[src/rtl/fft8_input_loader_if.sv]
// fft8_input_loader_if: valid/ready sample stream carrying one complex Q8.8 sample per beat
interface fft8_input_loader_if #(parameter int DATA_W = 16);
  logic in_valid;
  logic in_ready;
  logic in_last;
  logic [DATA_W-1:0] in_re;
  logic [DATA_W-1:0] in_im;
  modport master(output in_valid, in_re, in_im, in_last, input in_ready);
  modport slave(input in_valid, in_re, in_im, in_last, output in_ready);
endinterface

[src/rtl/fft8_input_loader.sv]
// fft8_input_loader: double-buffered 8-sample frame collector that launches each frame into fft8
module fft8_input_loader #(parameter int DATA_W = 16) (
  input  logic              clk,
  input  logic              rst,
  fft8_input_loader_if.slave src,
  input  logic              fft_ready,
  output logic              fft_write,
  output logic              fft_start,
  output logic [DATA_W-1:0] x0r, x1r, x2r, x3r, x4r, x5r, x6r, x7r,
  output logic [DATA_W-1:0] x0i, x1i, x2i, x3i, x4i, x5i, x6i, x7i,
  output logic              busy,
  output logic              frame_err
);
  typedef enum logic [1:0] {IDLE, WRITE, START, WAIT} state_t;
  state_t state, state_nx;
  logic [3:0] cnt;
  logic ready_d, load, full, rise, accept;
  logic [DATA_W-1:0] sh_re [8];
  logic [DATA_W-1:0] sh_im [8];
  logic [DATA_W-1:0] bk_re [8];
  logic [DATA_W-1:0] bk_im [8];
  assign full = cnt == 4'd8;
  assign src.in_ready = !full;
  assign accept = src.in_valid && !full;
  // only a fresh rising edge of fft_ready marks transform completion
  assign rise = fft_ready && !ready_d;
  always_comb begin
    state_nx = state;
    load = 1'b0;
    unique case (state)
      IDLE: begin
        load = full;
        state_nx = full ? WRITE : IDLE;
      end
      WRITE: state_nx = START;
      START: state_nx = WAIT;
      WAIT: begin
        load = rise && full;
        state_nx = !rise ? WAIT : (full ? WRITE : IDLE);
      end
      default: state_nx = IDLE;
    endcase
  end
  always_ff @(posedge clk or negedge rst) begin
    if (!rst) begin
      state <= IDLE;
      ready_d <= 1'b0;
    end else begin
      state <= state_nx;
      ready_d <= fft_ready;
    end
  end
  always_ff @(posedge clk or negedge rst) begin
    if (!rst) begin
      cnt <= '0;
      frame_err <= 1'b0;
    end else if (load) begin
      cnt <= '0;
    end else if (accept) begin
      if (src.in_last && cnt < 4'd7) begin
        cnt <= '0;
        frame_err <= 1'b1;
      end else begin
        cnt <= cnt + 4'd1;
        if (cnt == 4'd7 && !src.in_last) frame_err <= 1'b1;
      end
    end
  end
  always_ff @(posedge clk) begin
    if (accept) begin
      sh_re[cnt[2:0]] <= src.in_re;
      sh_im[cnt[2:0]] <= src.in_im;
    end
  end
  always_ff @(posedge clk or negedge rst) begin
    if (!rst) begin
      for (int i = 0; i < 8; i++) begin
        bk_re[i] <= '0;
        bk_im[i] <= '0;
      end
    end else if (load) begin
      bk_re <= sh_re;
      bk_im <= sh_im;
    end
  end
  assign fft_write = state == WRITE || state == START;
  assign fft_start = state == START || state == WAIT;
  assign busy = state != IDLE;
  assign x0r = bk_re[0];
  assign x1r = bk_re[1];
  assign x2r = bk_re[2];
  assign x3r = bk_re[3];
  assign x4r = bk_re[4];
  assign x5r = bk_re[5];
  assign x6r = bk_re[6];
  assign x7r = bk_re[7];
  assign x0i = bk_im[0];
  assign x1i = bk_im[1];
  assign x2i = bk_im[2];
  assign x3i = bk_im[3];
  assign x4i = bk_im[4];
  assign x5i = bk_im[5];
  assign x6i = bk_im[6];
  assign x7i = bk_im[7];
endmodule

[src/flat_wrapper.sv]
// flat-port wrapper written by rule: the top's interface ports become plain ports
module fft8_input_loader_flat 
#(parameter int DATA_W = 16)
  (clk, rst, fft_ready, fft_write, fft_start, x0r, x1r, x2r, x3r, x4r, x5r, x6r, x7r, x0i, x1i, x2i, x3i, x4i, x5i, x6i, x7i, busy, frame_err, src_in_valid, src_in_re, src_in_im, src_in_last, src_in_ready);
  fft8_input_loader_if #(.DATA_W(DATA_W)) src_i ();
  input  logic clk;
  input  logic rst;
  input  logic fft_ready;
  output logic fft_write;
  output logic fft_start;
  output logic [DATA_W-1:0] x0r;
  output logic [DATA_W-1:0] x1r;
  output logic [DATA_W-1:0] x2r;
  output logic [DATA_W-1:0] x3r;
  output logic [DATA_W-1:0] x4r;
  output logic [DATA_W-1:0] x5r;
  output logic [DATA_W-1:0] x6r;
  output logic [DATA_W-1:0] x7r;
  output logic [DATA_W-1:0] x0i;
  output logic [DATA_W-1:0] x1i;
  output logic [DATA_W-1:0] x2i;
  output logic [DATA_W-1:0] x3i;
  output logic [DATA_W-1:0] x4i;
  output logic [DATA_W-1:0] x5i;
  output logic [DATA_W-1:0] x6i;
  output logic [DATA_W-1:0] x7i;
  output logic busy;
  output logic frame_err;
  input wire logic [$bits(src_i.in_valid)-1:0] src_in_valid;
  input wire logic [$bits(src_i.in_re)-1:0] src_in_re;
  input wire logic [$bits(src_i.in_im)-1:0] src_in_im;
  input wire logic [$bits(src_i.in_last)-1:0] src_in_last;
  output wire logic [$bits(src_i.in_ready)-1:0] src_in_ready;
  assign src_i.in_valid = src_in_valid;
  assign src_i.in_re = src_in_re;
  assign src_i.in_im = src_in_im;
  assign src_i.in_last = src_in_last;
  assign src_in_ready = src_i.in_ready;
  fft8_input_loader #(.DATA_W(DATA_W)) u_core (.clk(clk), .rst(rst), .src(src_i), .fft_ready(fft_ready), .fft_write(fft_write), .fft_start(fft_start), .x0r(x0r), .x1r(x1r), .x2r(x2r), .x3r(x3r), .x4r(x4r), .x5r(x5r), .x6r(x6r), .x7r(x7r), .x0i(x0i), .x1i(x1i), .x2i(x2i), .x3i(x3i), .x4i(x4i), .x5i(x5i), .x6i(x6i), .x7i(x7i), .busy(busy), .frame_err(frame_err));
endmodule
[config.mk]
export PLATFORM = sky130hd
export DESIGN_NAME = fft8_input_loader_flat
export DESIGN_NICKNAME = d
export VERILOG_FILES = /design/src/rtl/fft8_input_loader_if.sv /design/src/rtl/fft8_input_loader.sv /design/src/flat_wrapper.sv
export SDC_FILE = /design/constraint.sdc
export NUM_CORES = 1
export LEC_CHECK = 0
export ABC_AREA = 1
export BUFFER_PORTS_ARGS = -buffer_cell sky130_fd_sc_hd__buf_4
export CORE_UTILIZATION = 29
export CTS_BUF_LIST = sky130_fd_sc_hd__clkbuf_2
export CTS_CLUSTER_SIZE = 25
export DETAILED_ROUTE_END_ITERATION = 10
export HOLD_SLACK_MARGIN = 0.08
export PLACE_DENSITY = 0.46
export SLEW_MARGIN = 10
export SYNTH_ARGS = -nofsm -noshare
export SYNTH_HDL_FRONTEND = slang
export SYNTH_SLANG_ARGS = --single-unit
export TNS_END_PERCENT = 30
[constraint.sdc]
create_clock -name clk -period 3.3 [get_ports clk]
set_clock_uncertainty 0.15 [all_clocks]
set_input_delay 0 -clock clk [delete_from_list [all_inputs] [get_ports clk]]
set_output_delay 0 -clock clk [all_outputs]
set_load 0.05 [all_outputs]
Word level (Yosys, flattened, before mapping)
Cells that the tools add are included.
{"block": "totals", "register_bits": 520, "input_bits": 37, "out_inout_bits": 261, "wordCells": 76}
{"block": "classes", "add_sub_neg": 1, "magnitude_cmp": 3, "n_eq_ne": 5, "muxes": 13, "n_bitwise": 2, "reduce_logical": 16}
{"operator": "$bwmux W128", "count": 2}
{"operator": "$demux W16 S3", "count": 1}
{"operator": "$mux W16", "count": 1}
{"operator": "$mux W4", "count": 3}
{"operator": "$pmux W2 S4", "count": 1}
{"operator": "$logic_and A1 B1 Y1", "count": 6}
{"operator": "$reduce_bool A2 Y1", "count": 3}
{"operator": "$add A4 B1 Y4 const B", "count": 1}
{"operator": "$eq A2 B2 Y1 const B", "count": 2}
{"operator": "$eq A4 B3 Y1 const B", "count": 1}
{"operator": "$eq A4 B4 Y1 const B", "count": 1}
{"operator": "$ge A4 B4 Y1 const B", "count": 1}
{"operator": "$lt A4 B1 Y1 const B", "count": 1}
{"operator": "$lt A4 B3 Y1 const B", "count": 1}
{"operator": "$not A3 Y4", "count": 1}
{"operator": "$logic_not A1 Y1", "count": 3}
{"operator": "$mux W1", "count": 3}
{"operator": "$reduce_and A3 Y1", "count": 1}
{"operator": "$eq A2 B1 Y1 const B", "count": 1}
{"operator": "$logic_not A2 Y1", "count": 1}
{"operator": "$logic_or A1 B1 Y1", "count": 2}
{"operator": "$mux W2", "count": 1}
{"operator": "$pmux W1 S2", "count": 1}
{"operator": "$not A1 Y1", "count": 1}

Depth between registers and ports, before layout
{"block": "depth", "word_depth": 6, "depth_mapped": 9, "mapped_depth_nobuf": 7}

Worst setup path before layout
No wires, ideal clock.
{"block": "synth_path", "kind": "reg-to-reg", "start": "reg u_core.cnt[1]", "end": "reg u_core.sh_im[112] (netlist name) (enable)", "setup_time_ns": 0.421, "arrival_ns": 2.952, "required_time_ns": 2.729, "path_slack_ns": -0.223, "path_stages_with_launch": 8, "n_path_buf": 0, "period_less_slack_ns": 3.523, "cell_sequence": "dfrtp_1 > inv_1 > ha_1 > nand3_1 > nand2_1 > nor2_1 > inv_1 > nor2_1"}
{"block": "synth_via", "elab_chain_len": 3}
{"element": "from (decl)", "line_no": "fft8_input_loader.sv:16", "text": "logic [3:0] cnt;"}
{"element": "from (signal assigned)", "line_no": "fft8_input_loader.sv:64", "text": "cnt <= cnt + 4'd1;"}
{"element": "$eq A4 B4 Y1", "line_no": "fft8_input_loader.sv:22", "text": "assign full = cnt == 4'd8;"}
{"element": "$logic_not A1 Y1"}
{"element": "named net src_in_ready", "line_no": "flat_wrapper.sv:33", "text": "output wire logic [$bits(src_i.in_ready)-1:0] src_in_ready;"}
{"element": "$logic_and A1 B1 Y1", "line_no": "fft8_input_loader.sv:24", "text": "assign accept = src.in_valid && !full;"}
{"element": "to (signal, indexed assignment)", "line_no": "fft8_input_loader.sv:72", "text": "sh_im[cnt[2:0]] <= src.in_im;"}
{"element": "to (decl)", "line_no": "fft8_input_loader.sv:19", "text": "logic [DATA_W-1:0] sh_im [8];"}
The timed path passes the listed nets, and every way through them passes these cells.
A chain may end at the register's enable or synchronous reset.

Worst setup path in the final report
{"block": "layout_path", "start": "reg u_core.cnt[3]", "end": "reg u_core.cnt[1]"}
{"block": "layout_via", "elab_chain_len": 5, "elab_cells_between_ends": 11, "classes_between": "order compare (1); eq/ne (1); mux (4); reduce/logical (5)"}
{"element": "$lt A4 B3 Y1", "line_no": "fft8_input_loader.sv:60", "text": "if (src.in_last && cnt < 4'd7) begin"}
{"element": "$logic_and A1 B1 Y1", "line_no": "fft8_input_loader.sv:60"}
{"element": "$mux W4", "line_no": "fft8_input_loader.sv:60"}
{"element": "$mux W4", "line_no": "fft8_input_loader.sv:59", "text": "end else if (accept) begin"}
{"element": "$mux W4", "line_no": "fft8_input_loader.sv:57", "text": "end else if (load) begin"}
Parallel ways exist; a longest one is shown, timed or not. The select of a mux whose other input is x is not followed.

==> impl_metrics.csv <==
group,metric,value,unit
route,first_pass_iters,7,
timing,tightestPinTransition,1.04,ns
clock_network,ctsResizeCount,0,
critical_path,worstPathArrival,3.97,ns
timing,fin_tns_setup,0,ns
clock_network,ctsHoldBuffers,98,
yosys,yosysWarnings,0,
timing,fmax,0.339,GHz
placed_design,place_ws,0.615,ns
min_path,hold_path.class,"input port to asynchronous set/reset pin",
global_route,grt-ovfl-total,0,
die,ios,298,
die,coreArea,61900,um2
critical_path,worstPathCellList,"inv_1 -> nand2_1 -> dlygate4sd3_1 -> nor2_1 -> nor2_1 -> dlygate4sd3_1 -> nand2_1 -> nand2_1 -> dlygate4sd3_1",
cells_and_area,stdcell_count,2883,
timing,finalHoldViolCount,0,
route,antenna_left,0,
critical_path,critical_path.max_fanout,6,
cells_and_area,nNetsFinal,1968,
route,routedWlPerCell,19.8,um
route,drt_wl_total,57.2,mm
yosys,async_flop_share,50.8,%
global_route,grtUsageTotal,18.2,%
pwr,leakagePower,11.5,nW
yosys,synth.ff_latch_count,520,
yosys,synthTopCellsByArea,"edfxtp_1 (42%), dfrtp_1 (36%), nand2_1 (11%)",
die,die-area,63900,um2
status,status,"complete, no violations",
placed_design,portBuffers,297,
global_route,antenna_found_initial,2,
pwr,powerDensity,1010,nW/um2
yosys,yosys.area.top_type,"edfxtp_1",
yosys,yosysUniqueCellTypes,14,
route,via_per_inst,4.42,
yosys,syn_area,18300,um2
critical_path,start_kind,"flop",
yosys,seq_area_frac_synth,78.3,%
placed_design,hpwl,33.1,mm
global_route,grt_max_degree,221,
route,drc,0,
timing,relSlewSlack,30.4,%
timing,period_share,89.3,%
critical_path,crit_slowest_cell,"dlygate4sd3_1",
yosys,ys.flop_type,"dfrtp_1",
die,start_util,29.5,%
clock_network,postCtsSetupBuffers,0,
critical_path,crit_family,"buffers and inverters",
critical_path,worst-r2r-setup-slack,0.35,ns
yosys,synth_nets,1493,
critical_path,endpoint_kind,"flop",
pwr,ir_drop,520,uV
clock_network,numClockSinks,520,
timing,rsz0062_at_grt,"no",
timing,setup_viol,0,
timing,finalWorstSetupSlack,0.353,ns
clock_network,cts-root-buf,"clkbuf_2",
timing,hold_ws,0.200,ns
critical_path,path_buf_inv,4,
clock_network,cts_max_path_buffers,3,
timing,min_period,2.95,ns
critical_path,cpPeakStageDelay,0.59,ns
clock_network,cts_tree,"yes",
clock_network,h-tree-depth,4,
global_route,grt_first_pass_wirelength,84.5,mm
critical_path,cp.required,4.32,ns
route,num_vias,12700,
global_route,grt_pass1_vias,13200,
route,drt_iter0_drc,747,
clock_network,cts.clk_slew.worst_paths,0.11,ns
yosys,synth_cells,1450,
yosys,avgSynthCellArea,12.6,um2
yosys,synth_edf_count,256,
clock_network,clock_latency,1.28,ns
cells_and_area,drive_gt1_share,27.6,%
die,die_w,253,um
flow_run,timing.max_cap.violations,0,
cells_and_area,fillerInstances,6201,
yosys,synth_top_cell_area_share,42.1,%
critical_path,critPathKind,"flop to flop",
die,row_count,91,
timing,slew_violations,0,
placed_design,dp.cells,2520,
die,die_h,253,um
clock_network,numCtsBuffers,142,
placed_design,place.gp.congestion,0.773,
cells_and_area,syn_to_final_growth,30.6,%
logic make-up after synthesis:
group	share of synthesized area (%)
fa+ha+maj	0.411
flops	78.3
simple gates	18.7
buf+inv	2.45
compound gates	0.144
final cells by class:
class | count | area [um2] | share of cell area (%)
antenna | 5 | 12.5 | 0.0525
clock buffer | 213 | 1070 | 4.47
clock inverter | 47 | 300 | 1.26
inverter | 17 | 63.8 | 0.268
multi-input combinational | 828 | 3560 | 14.9
sequential | 520 | 14300 | 60.0
tap | 837 | 1050 | 4.39
timing repair buffer | 416 | 3490 | 14.7
routing by layer:
| metal | wire length, um | track usage, % | vias up |
|---|---|---|---|
| li1 | - | - | 5944 |
| met1 | 24500 | 22.4 | 6286 |
| met2 | 26800 | 28.6 | 434 |
| met3 | 4630 | 7.15 | 83 |
| met4 | 1200 | 6.75 | 0 |
| met5 | 0 | 0 | - |
cell usage after synthesis (2+ instances only):
| cell type | n |
|---|---|
| clkbuf_1 | 34 |
| or2_2 | 2 |
| o21ai_0 | 4 |
| edfxtp_1 | 256 |
| inv_1 | 17 |
| nor2_1 | 14 |
| ha_1 | 6 |
| buf_2 | 51 |
| nand2_1 | 535 |
| nand3_1 | 264 |
| dfrtp_1 | 264 |
path summary, 6_finish.rpt:
path | cells after the start | from | to
max | 9 | u_core.cnt[3]$_DFFE_PN0P_ | u_core.cnt[1]$_DFFE_PN0P_
max reg2reg | 9 | u_core.cnt[3]$_DFFE_PN0P_ | u_core.cnt[1]$_DFFE_PN0P_
max in group asynchronous | 6 | rst | u_core.x0r[4]$_DFFE_PN0N_
min | 5 | rst | u_core.x2r[1]$_DFFE_PN0N_
min reg2reg | 2 | u_core.sh_re[0]$_DFFE_PP_ | u_core.x7r[0]$_DFFE_PN0N_
min in group clk | 2 | u_core.sh_re[0]$_DFFE_PP_ | u_core.x7r[0]$_DFFE_PN0N_
metrics by stage:
stage               util [%]  total power (W)  area (um2)
floorplan                  -           0.0158       18300
global placement        34.6           0.0193       21500
detailed placement      34.6           0.0194       21500
CTS                     38.5           0.0245       23800
global route            38.5           0.0254       23800
finish                  38.5           0.0241       23800
power by group:
part	internal, W	leakage, nW	switching [W]
Combinational	0.00251	4.52	0.00712
Clock	0.00205	1.03	0.00275
Sequential	0.00857	5.94	0.00110
Total	0.0131	11.5	0.0110
tightest hold or removal path, delay by kind of cell:
| kind | cells | cell delay, ns |
|---|---|---|
| buffers and inverters | 5 | 2.07 |
cells in the final DEF (no fill, tap or decap):
cell type | synthesis | final
nor3_1 | 1 | 1
buf_12 | 0 | 8
nor2_1 | 14 | 10
buf_8 | 0 | 1
clkbuf_2 | 0 | 213
clkinv_2 | 0 | 6
edfxtp_1 | 256 | 256
nor3_4 | 0 | 1
buf_4 | 0 | 309
bufinv_16 | 0 | 4
clkinv_1 | 0 | 29
inv_2 | 0 | 9
nand2_4 | 0 | 2
clkinvlp_4 | 0 | 3
nand2_1 | 535 | 533
o21ai_0 | 4 | 4
o22ai_1 | 1 | 1
diode_2 | 0 | 5
dfrtp_1 | 264 | 264
or2_2 | 2 | 2
nand3_1 | 264 | 264
dlygate4sd3_1 | 0 | 97
ha_1 | 6 | 6
buf_16 | 0 | 1
nor2_4 | 0 | 4
inv_1 | 17 | 13
(Power assumes the default switching activity.)
